**src/rtl/lcd_refresh_ctrl_if.sv**
```systemverilog
// Signal bundle between the LCD refresh sequencer, its display-list ROM and the LCD pins.
// The master side is the sequencer; the slave side is the ROM/LCD environment.
interface lcd_refresh_ctrl_if;
   logic       en;
   logic [7:0] char_in;
   logic [4:0] index;
   logic       lcd_e;
   logic       lcd_rs;
   logic       lcd_rw;
   logic [7:0] lcd_data;
   logic       init_done;
   logic       frame_done;

   modport master (
      input  en, char_in,
      output index, lcd_e, lcd_rs, lcd_rw, lcd_data, init_done, frame_done
   );

   modport slave (
      output en, char_in,
      input  index, lcd_e, lcd_rs, lcd_rw, lcd_data, init_done, frame_done
   );
endinterface

```
**src/rtl/lcd_refresh_ctrl.sv**
```systemverilog
// HD44780 16x2 refresh sequencer: power-on init, then repeated DDRAM writes of a 32-entry display list.
// All outputs are registered; one shared 20-bit down-counter times every wait.
module lcd_refresh_ctrl #(
   parameter int unsigned E_PULSE      = 2,
   parameter int unsigned CMD_WAIT     = 3,
   parameter int unsigned CLEAR_WAIT   = 5,
   parameter int unsigned INIT_WAIT    = 10,
   parameter int unsigned REFRESH_WAIT = 4
) (
   input logic                clk,
   input logic                rst,
   lcd_refresh_ctrl_if.master bus
);
   localparam logic [19:0] EP  = 20'(E_PULSE);
   localparam logic [19:0] CW  = 20'(CMD_WAIT);
   localparam logic [19:0] CLW = 20'(CLEAR_WAIT);
   localparam logic [19:0] IW  = 20'(INIT_WAIT);
   localparam logic [19:0] RW  = 20'(REFRESH_WAIT);

   typedef enum logic [2:0] {
      S_POWER_WAIT, S_SETUP, S_PULSE, S_HOLD, S_FETCH, S_IDLE, S_REFRESH
   } state_t;

   // Which transaction the shared SETUP/PULSE/HOLD states are currently carrying.
   typedef enum logic [1:0] {K_INIT, K_ADDR1, K_CHAR, K_ADDR2} kind_t;

   state_t      state, state_n;
   kind_t       kind, kind_n;
   logic [1:0]  step, step_n;
   logic [19:0] cnt, cnt_n;
   logic [4:0]  index_q, index_n;
   logic        e_q, e_n, rs_q, rs_n, idn_q, idn_n, fd_q, fd_n;
   logic [7:0]  data_q, data_n;

   function automatic logic [7:0] init_cmd(input logic [1:0] i);
      case (i)
         2'd0:    return 8'h38;
         2'd1:    return 8'h0C;
         2'd2:    return 8'h06;
         default: return 8'h01;
      endcase
   endfunction

   always_ff @(posedge clk) begin
      if (!rst) begin
         state   <= S_POWER_WAIT;
         kind    <= K_INIT;
         step    <= '0;
         cnt     <= IW;
         index_q <= '0;
         e_q     <= 1'b0;
         rs_q    <= 1'b0;
         data_q  <= '0;
         idn_q   <= 1'b0;
         fd_q    <= 1'b0;
      end else begin
         state   <= state_n;
         kind    <= kind_n;
         step    <= step_n;
         cnt     <= cnt_n;
         index_q <= index_n;
         e_q     <= e_n;
         rs_q    <= rs_n;
         data_q  <= data_n;
         idn_q   <= idn_n;
         fd_q    <= fd_n;
      end
   end

   // Each wait state lasts exactly its loaded count: leave on the edge where cnt is 1.
   always_comb begin
      state_n = state;
      kind_n  = kind;
      step_n  = step;
      cnt_n   = cnt;
      index_n = index_q;
      e_n     = e_q;
      rs_n    = rs_q;
      data_n  = data_q;
      idn_n   = idn_q;
      fd_n    = 1'b0;
      unique case (state)
         S_POWER_WAIT: begin
            if (cnt == 20'd1) begin
               state_n = S_SETUP;
               kind_n  = K_INIT;
               step_n  = '0;
               rs_n    = 1'b0;
               data_n  = init_cmd(2'd0);
            end else cnt_n = cnt - 20'd1;
         end
         S_SETUP: begin
            state_n = S_PULSE;
            e_n     = 1'b1;
            cnt_n   = EP;
         end
         S_PULSE: begin
            if (cnt == 20'd1) begin
               state_n = S_HOLD;
               e_n     = 1'b0;
               cnt_n   = (kind == K_INIT && step == 2'd3) ? CLW : CW;
            end else cnt_n = cnt - 20'd1;
         end
         S_HOLD: begin
            if (cnt == 20'd1) begin
               unique case (kind)
                  K_INIT: begin
                     if (step == 2'd3) begin
                        idn_n   = 1'b1;
                        state_n = S_IDLE;
                     end else begin
                        step_n  = step + 2'd1;
                        state_n = S_SETUP;
                        data_n  = init_cmd(step + 2'd1);
                     end
                  end
                  K_ADDR1, K_ADDR2: begin
                     // ADDR1 already zeroed the index; ADDR2 follows index 15.
                     if (kind == K_ADDR2) index_n = index_q + 5'd1;
                     kind_n  = K_CHAR;
                     state_n = S_FETCH;
                     cnt_n   = 20'd2;
                  end
                  K_CHAR: begin
                     if (index_q == 5'd31) begin
                        state_n = S_REFRESH;
                        cnt_n   = RW;
                        fd_n    = 1'b1;
                     end else if (index_q == 5'd15) begin
                        state_n = S_SETUP;
                        kind_n  = K_ADDR2;
                        rs_n    = 1'b0;
                        data_n  = 8'hC0;
                     end else begin
                        state_n = S_FETCH;
                        cnt_n   = 20'd2;
                        index_n = index_q + 5'd1;
                     end
                  end
               endcase
            end else cnt_n = cnt - 20'd1;
         end
         S_FETCH: begin
            if (cnt == 20'd1) begin
               state_n = S_SETUP;
               rs_n    = 1'b1;
               data_n  = bus.char_in;
            end else cnt_n = cnt - 20'd1;
         end
         S_IDLE: begin
            if (bus.en) begin
               state_n = S_SETUP;
               kind_n  = K_ADDR1;
               rs_n    = 1'b0;
               data_n  = 8'h80;
               index_n = '0;
            end
         end
         S_REFRESH: begin
            if (cnt == 20'd1) state_n = S_IDLE;
            else cnt_n = cnt - 20'd1;
         end
         default: state_n = S_POWER_WAIT;
      endcase
   end

   assign bus.index      = index_q;
   assign bus.lcd_e      = e_q;
   assign bus.lcd_rs     = rs_q;
   assign bus.lcd_rw     = 1'b0;
   assign bus.lcd_data   = data_q;
   assign bus.init_done  = idn_q;
   assign bus.frame_done = fd_q;
endmodule

```
**src/flat_wrapper.sv**
```systemverilog
// flat-port wrapper written by rule: the top's interface ports become plain ports
module lcd_refresh_ctrl_flat 
#(
   parameter int unsigned E_PULSE      = 2,
   parameter int unsigned CMD_WAIT     = 3,
   parameter int unsigned CLEAR_WAIT   = 5,
   parameter int unsigned INIT_WAIT    = 10,
   parameter int unsigned REFRESH_WAIT = 4
)
  (clk, rst, bus_en, bus_char_in, bus_index, bus_lcd_e, bus_lcd_rs, bus_lcd_rw, bus_lcd_data, bus_init_done, bus_frame_done);
  lcd_refresh_ctrl_if bus_i ();
  input logic clk;
  input logic rst;
  input wire logic [$bits(bus_i.en)-1:0] bus_en;
  input wire logic [$bits(bus_i.char_in)-1:0] bus_char_in;
  output wire logic [$bits(bus_i.index)-1:0] bus_index;
  output wire logic [$bits(bus_i.lcd_e)-1:0] bus_lcd_e;
  output wire logic [$bits(bus_i.lcd_rs)-1:0] bus_lcd_rs;
  output wire logic [$bits(bus_i.lcd_rw)-1:0] bus_lcd_rw;
  output wire logic [$bits(bus_i.lcd_data)-1:0] bus_lcd_data;
  output wire logic [$bits(bus_i.init_done)-1:0] bus_init_done;
  output wire logic [$bits(bus_i.frame_done)-1:0] bus_frame_done;
  assign bus_i.en = bus_en;
  assign bus_i.char_in = bus_char_in;
  assign bus_index = bus_i.index;
  assign bus_lcd_e = bus_i.lcd_e;
  assign bus_lcd_rs = bus_i.lcd_rs;
  assign bus_lcd_rw = bus_i.lcd_rw;
  assign bus_lcd_data = bus_i.lcd_data;
  assign bus_init_done = bus_i.init_done;
  assign bus_frame_done = bus_i.frame_done;
  lcd_refresh_ctrl #(.E_PULSE(E_PULSE), .CMD_WAIT(CMD_WAIT), .CLEAR_WAIT(CLEAR_WAIT), .INIT_WAIT(INIT_WAIT), .REFRESH_WAIT(REFRESH_WAIT)) u_core (.clk(clk), .rst(rst), .bus(bus_i));
endmodule
```
**config.mk**
```make
export PLATFORM = sky130hd
export DESIGN_NAME = lcd_refresh_ctrl_flat
export DESIGN_NICKNAME = d
export VERILOG_FILES = /design/src/rtl/lcd_refresh_ctrl_if.sv /design/src/rtl/lcd_refresh_ctrl.sv /design/src/flat_wrapper.sv
export SDC_FILE = /design/constraint.sdc
export NUM_CORES = 1
export LEC_CHECK = 0
export ABC_AREA = 1
export ABC_CLOCK_PERIOD_IN_PS = 3100
export CAP_MARGIN = 20
export CORE_ASPECT_RATIO = 1.5
export CORE_MARGIN = 5
export CORE_UTILIZATION = 40
export DETAILED_ROUTE_END_ITERATION = 12
export DONT_BUFFER_PORTS = 1
export GPL_ROUTABILITY_DRIVEN = 0
export HOLD_SLACK_MARGIN = 0.12
export PLACE_DENSITY = 0.5
export SLEW_MARGIN = 5
export SYNTH_ARGS = -nofsm -noshare
export SYNTH_HDL_FRONTEND = slang
export SYNTH_SLANG_ARGS = --single-unit
```
**constraint.sdc**
```tcl
create_clock -name clk -period 3.1 [get_ports clk]
set_input_delay 0.465 -clock clk [delete_from_list [all_inputs] [get_ports clk]]
set_output_delay 0.465 -clock clk [all_outputs]
set_load 0.05 [all_outputs]
```
==> metrics.yaml <==
vias_per_cell: 4.91
p_total_uw: 2010
fin_tns_setup_ps: 0
multi_input_area_um2: 1820
wirelength_mm: 7.61
status: "completed"
synthArstFlopShare: 0
drt_iter0_drc: 109
rows: 38
ys_seq_area_frac: 0.295
fp.dieH_um: 116
yosys-top-cells-area: "dfxtp_1 29%, nand2_1 14%, nor2_1 8.4%"
syn_avg_cell_area_um2: 6.47
drv_cap: 0
grtUsageTotal: 0.180
cts_max_level: 2
design_area_um2: 3140
setup_violations: 0
die_width_um: 80.6
antenna_found_initial: 0
diodes: 0
syn_to_final_growth_pct: 4.98
synthAdderAreaFrac: 0.0377
synth_top_area_share: 0.295
maxSlewViolCount: 0
start_kind: "flop"
drive_gt1_frac: 0.117
hp-class: "primary input to flop"
postSynthNetCount: 482
wire_per_inst_um: 13.6
finalHoldViolations: 0
firstDrtPassIters: 4
synth_cell_types: 42
timing.slew.headroom: 0.362
portBuffers: 0
synth_top_area_cell: "dfxtp_1"
period_needed_ps: 2280
switching_power_uw: 932
post_cts_resized: 0
power_frac_comb: 0.379
clkSinkCount: 44
power_leakage_uw: 0.00136
clockPowerShare: 0.174
place_area_um2: 3060
min_period_over_period: 0.736
ios: 29
ys_seq_elements: 44
clk_pin_slew_worst_paths_ps: 80
ir_worst_vdd_uv: 513
initial_utilization: 0.411
finClkSkew_ps: 6.29
final_nets: 481
p_int_uw: 1080
grt_max_degree: 27
tightest_slew_ps: 956
synth-edff-count: 0
cts_buffers: 5
dr_total_vias: 2755
dieArea_um2: 9340
syn-cell-area_um2: 2990
drc: 0
muxShareOfSynthArea: 0
p_per_area_nw_per_um2: 641
timing.fmax_mhz: 438
synthTopCellsByCount: "115 x nand2_1, 67 x nor2_1, 46 x inv_1"
core_area_um2: 7270
ant_nets: 0
synth_ff_type: "dfxtp_1"
synthCells: 462
path_class: "flop to flop"
overflow: 0
clk_latency_ps: 300
ys_warn_count: 0
rsz0062_at_grt: "false"
synth_top_family_by_area: "simple AND/OR/NAND/NOR gates"
yosys.area_share.xor_xnor: 0.0381
cts_tree: "built"
synth_compound_area_frac: 0.134
regArea_um2: 881
hpwl_mm: 5.91
synthSimpleGateAreaFrac: 0.398
pwr-share-seq: 0.447
fillerInstances: 795
endpoint_kind: "flop"
ctsLongestPathBuffers: 2
arrival_ps: 2480
postCtsSetupRepairBufs: 0
yosysMostFrequentCell: "nand2_1"
root_buffer: "clkbuf_8"
cts_hold_buf: 0
first_global_vias: 2798
switching_share: 0.463
grt_pass1_wl_mm: 13.0
cp.required_ps: 3300
crit_fanout: 26
-- layout by cell type (no fill, tap or decap), types with 3 or more instances in the layout --
cell type | synthesis | layout
nand3_1 | 39 | 39
xnor2_1 | 4 | 4
nand2_2 | 10 | 10
nand4_1 | 7 | 7
inv_1 | 46 | 46
nor3_1 | 5 | 5
nand2_1 | 115 | 115
clkbuf_8 | 0 | 5
o211ai_1 | 3 | 3
o21ai_0 | 25 | 25
buf_4 | 3 | 4
xor2_1 | 9 | 9
a21oi_2 | 9 | 9
nor2_1 | 67 | 67
nor2_4 | 3 | 3
a21oi_1 | 21 | 21
nor2_2 | 6 | 6
dfxtp_1 | 44 | 44
inv_2 | 4 | 4
ha_1 | 9 | 9
nand3_2 | 3 | 3
-- through the flow --
| step | util | setup slack, ps | hold slack [ps] | cells |
|---|---|---|---|---|
| final | 0.432 | 817 | 245 | 561 |
| after global placement | 0.421 | 833 | 460 | 554 |
| after global routing | 0.432 | 541 | 225 | 561 |
| after CTS | 0.432 | 801 | 234 | 561 |
| after floorplan | - | 976 | 442 | 462 |
| after detailed placement | 0.421 | 827 | 462 | 554 |
-- sequential cells by signal (all words and copies together), names as in the netlist --
name / count
u_core.cnt: 20
u_core.bus.lcd_e: 1
u_core.state: 3
u_core.bus.init_done: 1
u_core.bus.lcd_data: 8
u_core.bus.frame_done: 1
u_core.bus.index: 5
u_core.bus.lcd_rs: 1
u_core.step: 2
u_core.kind: 2
-- logic make-up (layout without fill, tap and decap cells) --
group,Yosys count,in the layout
xor gates and xnor gates,13,13
AOI/OAI and AO/OA,66,66
DFF,44,44
adders and majority gates,9,9
and+or+nand+nor,264,264
buffers and inverters,65,64
other,1,1
-- power by group through the flow --
stage          clock [µW]  combinational, µW  sequential (µW)
6_report              350                763              900
3_5_place_dp            0                767              915
4_1_cts               371                771              902
2_1_floorplan           0                646              887
3_3_place_gp            0                763              916
5_1_grt               391                883              913
-- final cells by class --
cell class                      count  area share
Multi-Input combinational cell    353       0.580
Inverter                           53      0.0654
Clock inverter                      1     0.00159
Timing Repair Buffer                4     0.00957
Sequential cell                    44       0.281
Clock buffer                        6      0.0231
Tap cell                          100      0.0399
-- layer usage --
metal,up-vias,routed length (µm),track usage
met2,30,4370,0.361
met5,-,0,0
met4,0,106,0.0552
met3,6,163,0.0295
met1,1250,2970,0.184
li1,1469,-,-
-- critical path, cell delays in order (launching register included) --
cell and delay, ps:
dfxtp_1 300, buf_4 190, ha_1 230, and3_1 220, ha_1 190, o211ai_1 300
o21ai_2 130, nand2_4 260, nand2_1 180, nand3_1 120, nor2_1 50
-- final timing paths --
| check | start | end | slack (ps) | depth (start not counted) |
|---|---|---|---|---|
| setup reg to reg | u_core.bus.index[0] | u_core.cnt[9] | 820 | 10 |
| hold reg to reg | u_core.cnt[1] | u_core.cnt[1] | 480 | 2 |
| hold / removal | rst | u_core.cnt[1] | 240 | 1 |
| setup / recovery | u_core.bus.index[0] | u_core.cnt[9] | 820 | 10 |
(Power assumes the default switching activity.)
